<file path="src/rtl/cpu_pkg.sv">
// Shared constants and packet type for the fetch stage.
package cpu_pkg;

    localparam int unsigned ADDR_W  = 16;
    localparam int unsigned INSTR_W = 16;

    localparam logic [ADDR_W-1:0] PC_STEP  = ADDR_W'(2);
    localparam logic [ADDR_W-1:0] RESET_PC = 16'h0000;

    // One fetched instruction together with the address it came from.
    typedef struct packed {
        logic [INSTR_W-1:0] instr;
        logic [ADDR_W-1:0]  pc;
    } fetch_pkt_t;

endpackage

</file>
<file path="src/rtl/fetch_unit_if.sv">
// Control, instruction-memory and decode-side signals of the fetch stage.
interface fetch_unit_if;
    import cpu_pkg::*;

    logic                fetch_en;
    logic                redirect_valid;
    logic [ADDR_W-1:0]   redirect_pc;
    logic [ADDR_W-1:0]   imem_addr;
    logic [INSTR_W-1:0]  imem_instr;
    logic                out_valid;
    logic                out_ready;
    logic [INSTR_W-1:0]  out_instr;
    logic [ADDR_W-1:0]   out_pc;

    // Fetch stage side.
    modport master (
        input  fetch_en, redirect_valid, redirect_pc, imem_instr, out_ready,
        output imem_addr, out_valid, out_instr, out_pc
    );

    // Environment side: control, memory and decode.
    modport slave (
        output fetch_en, redirect_valid, redirect_pc, imem_instr, out_ready,
        input  imem_addr, out_valid, out_instr, out_pc
    );

endinterface

</file>
<file path="src/rtl/fetch_fifo.sv">
// Two-entry FIFO of fetched packets; head is always presented, flush empties it.
module fetch_fifo
    import cpu_pkg::*;
(
    input  logic       clk,
    input  logic       rst,
    input  logic       flush,
    input  logic       push,
    input  fetch_pkt_t push_data,
    input  logic       pop,
    output fetch_pkt_t head,
    output logic [1:0] count
);

    fetch_pkt_t mem_q [2];
    fetch_pkt_t mem_d [2];
    logic       wr_ptr_q, wr_ptr_d;
    logic       rd_ptr_q, rd_ptr_d;
    logic [1:0] count_q, count_d;

    // Next-state: flush wins, otherwise simultaneous push and pop both apply.
    always_comb begin
        mem_d    = mem_q;
        wr_ptr_d = wr_ptr_q;
        rd_ptr_d = rd_ptr_q;
        count_d  = count_q;
        if (flush) begin
            wr_ptr_d = 1'b0;
            rd_ptr_d = 1'b0;
            count_d  = 2'd0;
        end else begin
            if (push) begin
                mem_d[wr_ptr_q] = push_data;
                wr_ptr_d        = ~wr_ptr_q;
            end
            if (pop) begin
                rd_ptr_d = ~rd_ptr_q;
            end
            count_d = count_q + {1'b0, push} - {1'b0, pop};
        end
    end

    // Storage and pointer registers; reset clears storage so the head reads zero.
    always_ff @(posedge clk) begin
        if (rst) begin
            for (int unsigned i = 0; i < 2; i++) begin
                mem_q[i] <= '0;
            end
            wr_ptr_q <= 1'b0;
            rd_ptr_q <= 1'b0;
            count_q  <= 2'd0;
        end else begin
            mem_q    <= mem_d;
            wr_ptr_q <= wr_ptr_d;
            rd_ptr_q <= rd_ptr_d;
            count_q  <= count_d;
            assert (!(push && !pop && !flush && count_q == 2'd2));
        end
    end

    // Head entry drives the consumer directly.
    always_comb begin
        head  = mem_q[rd_ptr_q];
        count = count_q;
    end

endmodule

</file>
<file path="src/rtl/fetch_unit.sv">
// PC generation, in-flight tracking for the registered instruction memory,
// redirect/squash handling and the output queue feeding decode.
module fetch_unit
    import cpu_pkg::*;
(
    input  logic          clk,
    input  logic          rst,
    fetch_unit_if.master  bus
);

    logic [ADDR_W-1:0] fetch_pc_q, fetch_pc_d;
    logic              inflight_q, inflight_d;
    logic [ADDR_W-1:0] inflight_pc_q, inflight_pc_d;

    logic       out_valid;
    logic       pop;
    logic       issue;
    logic       fifo_push;
    logic       fifo_pop;
    logic [1:0] fifo_count;
    logic [2:0] occ_after_pop;
    fetch_pkt_t push_pkt;
    fetch_pkt_t head_pkt;
    logic       unused_redirect_lsb;

    assign unused_redirect_lsb = bus.redirect_pc[0];

    // Issue decision: only fetch when the word is guaranteed a queue slot.
    always_comb begin
        out_valid     = (fifo_count != 2'd0);
        pop           = out_valid & bus.out_ready;
        occ_after_pop = {1'b0, fifo_count} + {2'b0, inflight_q} - {2'b0, pop};
        issue         = bus.fetch_en & ~bus.redirect_valid & ~rst & (occ_after_pop < 3'd2);
    end

    // Next PC / in-flight state; redirect overrides everything else.
    always_comb begin
        fetch_pc_d    = fetch_pc_q;
        inflight_d    = 1'b0;
        inflight_pc_d = inflight_pc_q;
        if (bus.redirect_valid) begin
            fetch_pc_d = {bus.redirect_pc[ADDR_W-1:1], 1'b0};
        end else if (issue) begin
            inflight_d    = 1'b1;
            inflight_pc_d = fetch_pc_q;
            fetch_pc_d    = fetch_pc_q + PC_STEP;
        end
    end

    // PC and in-flight registers.
    always_ff @(posedge clk) begin
        if (rst) begin
            fetch_pc_q    <= RESET_PC;
            inflight_q    <= 1'b0;
            inflight_pc_q <= '0;
        end else begin
            fetch_pc_q    <= fetch_pc_d;
            inflight_q    <= inflight_d;
            inflight_pc_q <= inflight_pc_d;
        end
    end

    // Returning word is squashed on redirect; a pop during redirect is void.
    always_comb begin
        fifo_push      = inflight_q & ~bus.redirect_valid;
        fifo_pop       = pop & ~bus.redirect_valid;
        push_pkt.instr = bus.imem_instr;
        push_pkt.pc    = inflight_pc_q;
    end

    fetch_fifo u_fifo (
        .clk       (clk),
        .rst       (rst),
        .flush     (bus.redirect_valid),
        .push      (fifo_push),
        .push_data (push_pkt),
        .pop       (fifo_pop),
        .head      (head_pkt),
        .count     (fifo_count)
    );

    // Output drive: memory address is the PC register, decode sees the queue head.
    always_comb begin
        bus.imem_addr = fetch_pc_q;
        bus.out_valid = out_valid;
        bus.out_instr = head_pkt.instr;
        bus.out_pc    = head_pkt.pc;
    end

endmodule
</file>
<file path="src/flat_wrapper.sv">
// flat-port wrapper written by rule: the top's interface ports become plain ports
module fetch_unit_flat import cpu_pkg::*;
  (clk, rst, bus_fetch_en, bus_redirect_valid, bus_redirect_pc, bus_imem_instr, bus_out_ready, bus_imem_addr, bus_out_valid, bus_out_instr, bus_out_pc);
  fetch_unit_if bus_i ();
  input  logic clk;
  input  logic rst;
  input wire logic [$bits(bus_i.fetch_en)-1:0] bus_fetch_en;
  input wire logic [$bits(bus_i.redirect_valid)-1:0] bus_redirect_valid;
  input wire logic [$bits(bus_i.redirect_pc)-1:0] bus_redirect_pc;
  input wire logic [$bits(bus_i.imem_instr)-1:0] bus_imem_instr;
  input wire logic [$bits(bus_i.out_ready)-1:0] bus_out_ready;
  output wire logic [$bits(bus_i.imem_addr)-1:0] bus_imem_addr;
  output wire logic [$bits(bus_i.out_valid)-1:0] bus_out_valid;
  output wire logic [$bits(bus_i.out_instr)-1:0] bus_out_instr;
  output wire logic [$bits(bus_i.out_pc)-1:0] bus_out_pc;
  assign bus_i.fetch_en = bus_fetch_en;
  assign bus_i.redirect_valid = bus_redirect_valid;
  assign bus_i.redirect_pc = bus_redirect_pc;
  assign bus_i.imem_instr = bus_imem_instr;
  assign bus_i.out_ready = bus_out_ready;
  assign bus_imem_addr = bus_i.imem_addr;
  assign bus_out_valid = bus_i.out_valid;
  assign bus_out_instr = bus_i.out_instr;
  assign bus_out_pc = bus_i.out_pc;
  fetch_unit u_core (.clk(clk), .rst(rst), .bus(bus_i));
endmodule
</file>
<file path="config.mk">
export PLATFORM = sky130hd
export DESIGN_NAME = fetch_unit_flat
export DESIGN_NICKNAME = d
export VERILOG_FILES = /design/src/rtl/cpu_pkg.sv /design/src/rtl/fetch_unit_if.sv /design/src/rtl/fetch_fifo.sv /design/src/rtl/fetch_unit.sv /design/src/flat_wrapper.sv
export SDC_FILE = /design/constraint.sdc
export NUM_CORES = 1
export LEC_CHECK = 0
export BUFFER_PORTS_ARGS = -buffer_cell sky130_fd_sc_hd__buf_2
export CORE_MARGIN = 8
export CORE_UTILIZATION = 40
export CTS_BUF_LIST = sky130_fd_sc_hd__clkbuf_8
export CTS_CLUSTER_DIAMETER = 80
export DETAILED_ROUTE_END_ITERATION = 6
export HOLD_SLACK_MARGIN = 0.15
export PLACE_DENSITY = 0.63
export SYNTH_ARGS = -nofsm -noshare
export SYNTH_HDL_FRONTEND = slang
export SYNTH_HIERARCHICAL = 1
export SYNTH_SLANG_ARGS = --single-unit
</file>
<file path="constraint.sdc">
create_clock -name clk -period 8.3 [get_ports clk]
set_clock_uncertainty 0.05 [all_clocks]
set_input_delay 1.245 -clock clk [delete_from_list [all_inputs] [get_ports clk]]
set_output_delay 1.245 -clock clk [all_outputs]
set_load 0.02 [all_outputs]
</file>
==> out/metrics.cfg, run 1 <==
[synth]
ys_top_cells_by_area=dfxtp_1, mux2i_1, nand2b_1
async_reset_ff_share_pct=0
synthesis.area_um2=4700
syn_avg_cell_area_um2=9.80
synth_edf_count=0
yosys.area_share.simple_pct=22.6
seq_area_frac_synth_pct=42.1
synthMuxAreaShare_pct=21.8
ys.flop_type=dfxtp_1
ys_ff_latch=99
synth.distinct_cells=51
ys_warn_count=6
synth_xor_area_share_pct=1.04
yosysTopAreaCell=dfxtp_1
synth_adder_area_share_pct=1.49
synth_top_family_by_area=simple AND/OR/NAND/NOR gates
synth_compound_area_share_pct=6.28
synth_top_area_share_pct=42.1
syn_inst=480
yosys-top-cells-count=dfxtp_1, nand2b_1, mux2i_1

[route]
drc_errors=0
drt-vias-per-instance=5.04
vias=3500
drtPass1Iterations=4
ant_nets=0
wl_um=10300
dr.first_iter.drc_count=216
wire_per_inst_um=14.9

[critical_path]
startpoint_type=input pin
end_kind=register
arrival_ns=3.92
critPathKind=in2reg
worstPathMaxFanout=30
cp_data_required_time_ns=8.55

[finish]
final_cell_area_um2=5320
final_nets=588
syn_to_final_growth_pct=13.1
antenna_cells=0
drive_gt1_share_pct=26.1

[cts]
cts_buffers=9
clk_pin_slew_ns=0.09
cts_resized=0
htreeDepth=3
post_cts_buffers=0
cts_tree=done
root_buffer=clkbuf_8
cts_num_sinks=99
clock_latency_ns=0.37
holdBufCountCts=0
cts_buffer_depth=2

[placed_design]
gp_congestion=0.750
placed_area_um2=5150
place_hpwl_um=7010
numPortBuffers=83

[global_routing]
busiest_layer=met2
grt_max_degree=132
grt_usage_pct=13.4
gr-usage-met1_pct=16.5
grt_pass1_vias=3635
use_met3_pct=5.83
gr-usage-met2_pct=20.9
overflow=0
grt_pass1_wl_um=17500
antenna_found_initial=0

[power_and_ir_drop]
power_leakage_nw=2.27
power-per-cell-area_nw_per_um2=157
ir_worst_vdd_mv=0.0966
power_mw=0.833

[floorplanning]
core_area_um2=11500
fp.dieW_um=124
start_util_pct=41.0
dieArea_um2=15500
placementRows=39
io_pins=86
fp.dieH_um=124

[timing]
slew_headroom_pct=30.5
tightest_slew_ns=1.04
finalSetupViolCount=0
fin_tns_setup_ns=0
finalCriticalPeriod_ns=3.68
hold_violations=0
rsz0062_at_grt=no
slew_violations=0
max_freq_mhz=272
finalCritPeriodShare_pct=44.3

[flow_run]
cap_viol_max_count=0

[status]
status=complete, no violations

[hold_path]
holdCritPathClass=reg2reg

## state kept, by name, indices dropped and copies added (netlist names)
signal,count
u_core/inflight_q,1
u_core/u_fifo/count,2
u_core/u_fifo/rd_ptr_q,1
u_core/u_fifo/mem_q,64
u_core/u_fifo/wr_ptr_q,1
u_core/bus.imem_addr,15
u_core/inflight_pc_q,15
## path summary, 6_finish.rpt
kind | slack [ns] | cells past startpoint | start | end
setup / recovery | 4.62 | 11 | bus_out_ready | u_core/bus.imem_addr[15]
hold / removal | 0.41 | 2 | u_core/inflight_pc_q[9] | u_core/inflight_pc_q[9]
hold reg to reg | 0.41 | 2 | u_core/inflight_pc_q[9] | u_core/inflight_pc_q[9]
setup reg to reg | 4.88 | 11 | u_core/u_fifo/count[1] | u_core/bus.imem_addr[15]
## routing by layer
metal	up-vias	wire length [µm]
met5	-	0
met4	0	83
met3	11	771
met2	96	4650
met1	1628	4840
li1	1765	-
## cell type report
class / count / area [µm²]
sequential: 99 / 1980
fill: 1114 / 6150
clock buffer: 10 / 138
timing repair buffer: 87 / 445
inverter: 7 / 26.3
multi-input combinational: 342 / 2510
tap: 143 / 179
clock inverter: 6 / 33.8
## report_power, final
part           internal [mW]  leakage [nW]  switching, mW
logic                 0.0284          1.38         0.0368
clock network          0.115        0.0946          0.163
registers              0.482         0.801        0.00837
total                  0.625          2.27          0.208
## critical path: stages
cell	delay, ns
buf_2	0.10
and2_1	0.14
ha_1	0.26
nand2b_1	0.15
fa_1	0.38
xor2_1	0.15
nand4b_4	0.41
inv_2	0.51
nand4_1	0.16
mux2_2	0.29
a21oi_1	0.13
## cell families after synthesis
kind of cell / Yosys count
other cells: 1
simple gates: 181
compound gates: 52
mux: 98
xor+xnor: 4
buf+inv: 40
flops: 99
fa+ha+maj: 5
## stage by stage
stage	util, %	setup slack [ns]	std cells	hold WS (ns)
floorplan	-	5.02	481	0.384
global placement	44.9	4.24	678	0.396
detailed placement	44.9	4.21	678	0.399
CTS	46.4	4.61	694	0.413
global route	46.4	4.39	694	0.432
finish	46.4	4.62	694	0.408
## cell usage in the layout (no fill, tap or decap), drive strengths merged, types with 3 or more instances in the layout
cell	synthesis	final
nand2b	99	99
dfxtp	99	99
buf	15	87
mux2i	64	64
nand2	37	37
mux2	34	34
a21oi	32	32
clkbuf	18	10
inv	7	9
nand3	7	7
o21ai	7	7
nor3	7	7
nor2	5	5
nand4	4	4
a31oi	4	4
ha	4	4
and2	4	4
nand3b	3	3
clkinv	0	3
and3	3	3
Note: power is estimated with default switching activity, not from simulation.
==> inputs of run 2 (changes only) <==
- ABC_AREA: default -> 1
- PLACE_DENSITY: 0.63 -> 0.65
- clock period: 8.3 -> 3.1 ns (I/O delays scaled with it)
==> out/metrics.cfg, run 2 <==
[finish]
multi_input_area_um2=2120
syn_to_final_growth_pct=13.2
final_common_cell=nor2_1
layout_common_cells=nor2_1, nand2_1, dfxtp_1
final_cell_area_um2=5260
largest_reg_flops=64
fin_cells=895
regMostFlops=u_core/u_fifo/mem_q
antenna_cells=0
nFillCells=1181
drive_gt1_share_pct=16.6
seqCellArea_um2=1980
final_nets=789

[global_routing]
grt_pass1_wl_um=18100
grt_max_degree=65
grt_pass1_vias=3947
antenna_found_initial=0
overflow=0
grt_usage_pct=14.7

[critical_path]
crit_path_end=u_core/bus.imem_addr[5]
crit_family=simple AND/OR/NAND/NOR gates
cp_cell_sequence=inv_1, nand2_1, nand2_1, inv_1, ha_1, or2_2, fa_1, nand2_1, nor2_4, nand2_4, nand2_2, inv_2, nand2_1, nand3_1, nand2_1, inv_1
arrival_ns=3.03
worstPathMaxFanout=12
worstRegToRegCells=16
r2r-start=u_core/u_fifo/count[1]
critPathKind=reg2reg
rrSetupSlack_ns=0.29
path_buf_inv=4
r2r_end=u_core/bus.imem_addr[5]
end_kind=register
critical_path.startpoint=u_core/u_fifo/count[1]
cp_common_cell=nand2_1
max_stage_delay_ns=0.48
startpoint_type=register
crit_cells=16
crit_slowest_cell=fa_1
cp_data_required_time_ns=3.32

[cts]
cts_resized=0
root_buffer=clkbuf_8
htreeDepth=3
post_cts_buffers=0
cts_num_sinks=99
clock_latency_ns=0.36
holdBufCountCts=0
cts_buffers=9
cts_buffer_depth=2
cts_tree=done
clk_pin_slew_ns=0.09

[synth]
async_reset_ff_share_pct=0
yosys.cell_count.top_type=nor2_1
ys_ff_latch=99
synth_edf_count=0
syn_avg_cell_area_um2=6.82
synthesis.area_um2=4650
synthMuxAreaShare_pct=0
synth_xor_area_share_pct=0.942
ys_warn_count=6
yosys.area_share.simple_pct=30.1
synth_top_family_by_area=simple AND/OR/NAND/NOR gates
seq_area_frac_synth_pct=42.6
syn_inst=681
synth_top_area_share_pct=42.6
synth_adder_area_share_pct=1.51
ys_top_cells_by_area=dfxtp_1, nor2_1, nand2_1
synth.distinct_cells=34
synth_compound_area_share_pct=12.7
ys.flop_type=dfxtp_1
yosysTopAreaCell=dfxtp_1
yosys-top-cells-count=nor2_1, nand2_1, dfxtp_1

[route]
vias=4262
highest_layer=met4
drtPass1Iterations=5
drt-vias-per-instance=4.76
drc_errors=0
dr_wl_met3_um=1000
wl_um=11100
wire_per_inst_um=12.4
dr_wl_met2_um=4920
ant_nets=0
dr.first_iter.drc_count=294
wl_met1_um=5080

[power_and_ir_drop]
power-per-cell-area_nw_per_um2=455
power_leakage_nw=2.55
ir_worst_vdd_mv=0.257
power_mw=2.39

[floorplanning]
core_area_um2=11400
placementRows=39
fp.dieW_um=124
io_pins=86
start_util_pct=40.9
fp.dieH_um=124
dieArea_um2=15300

[timing]
slew_headroom_pct=54.5
tightest_slew_ns=0.682
finalSetupViolCount=0
rsz0062_at_grt=no
finalCritPeriodShare_pct=90.6
slew_violations=0
fin_tns_setup_ns=0
max_freq_mhz=356
hold_violations=0
finalCriticalPeriod_ns=2.81

[placed_design]
place_hpwl_um=7740
placed_area_um2=5060
dp_cells=879
numPortBuffers=83
gp_congestion=0.897

[hold_path]
whs_path_depth=3
holdCritPathClass=in2reg

[flow_run]
cap_viol_max_count=0

[status]
status=complete, no violations

==> run 2: layout make-up <==
| type | instances | area share, % |
|---|---|---|
| clock buffer | 10 | 2.62 |
| clock inverter | 6 | 1.24 |
| inverter | 76 | 5.71 |
| multi-input combinational | 471 | 40.2 |
| sequential | 99 | 37.7 |
| tap | 143 | 3.40 |
| timing repair buffer | 90 | 9.13 |
==> run 2: worst min-delay path by stage <==
stage                        startpoint                  endpoint  slack, ns
6_report              bus_imem_instr[1]   u_core/u_fifo/mem_q[49]       0.29
5_1_grt               bus_imem_instr[6]   u_core/u_fifo/mem_q[54]       0.27
4_1_cts               bus_imem_instr[1]   u_core/u_fifo/mem_q[49]       0.27
3_5_place_dp     u_core/u_fifo/mem_q[2]    u_core/u_fifo/mem_q[2]       0.42
3_3_place_gp   u_core/bus.imem_addr[15]  u_core/bus.imem_addr[15]       0.41
2_1_floorplan   u_core/inflight_pc_q[1]   u_core/inflight_pc_q[1]       0.40
==> run 2: per-stage QoR <==
| stage | worst slack, ns | hold WS, ns | util [%] |
|---|---|---|---|
| 2_1_floorplan | 0.492 | 0.404 | - |
| 3_3_place_gp | 0.303 | 0.412 | 44.5 |
| 3_5_place_dp | 0.271 | 0.422 | 44.5 |
| 4_1_cts | 0.270 | 0.268 | 46.3 |
| 5_1_grt | 0.0697 | 0.271 | 46.3 |
| 6_report | 0.291 | 0.289 | 46.3 |
==> run 2: kinds of logic (layout without fill, tap and decap cells) <==
| logic type | Yosys count | count (layout) |
|---|---|---|
| AND/OR/NAND/NOR | 348 | 348 |
| buffers and inverters | 113 | 182 |
| AO/OA/AOI/OAI | 110 | 110 |
| flip-flops | 99 | 99 |
| adder cells (fa/ha/maj) | 5 | 5 |
| XOR/XNOR | 5 | 5 |
| other | 1 | 3 |
==> run 2: metal layers <==
layer / vias up / global-route usage, %
li1: 2230 / -
met1: 1884 / 18.3
met2: 138 / 23.7
met3: 10 / 5.03
met4: 0 / 4.06
met5: - / 0
==> run 2: worst register-to-register path, stage by stage (launching register included) <==
cell	delay, ns
dfxtp_1	0.44
inv_1	0.08
nand2_1	0.09
nand2_1	0.07
inv_1	0.06
ha_1	0.21
or2_2	0.30
fa_1	0.48
nand2_1	0.10
nor2_4	0.17
nand2_4	0.14
nand2_2	0.20
inv_2	0.09
nand2_1	0.07
nand3_1	0.06
nand2_1	0.07
inv_1	0.04
==> run 2: power by group <==
part           switching (mW)  internal (mW)  total, mW
sequential             0.0288           1.30       1.33
clock                   0.442          0.395      0.837
combinational           0.147         0.0776      0.224
total                   0.617           1.78       2.39
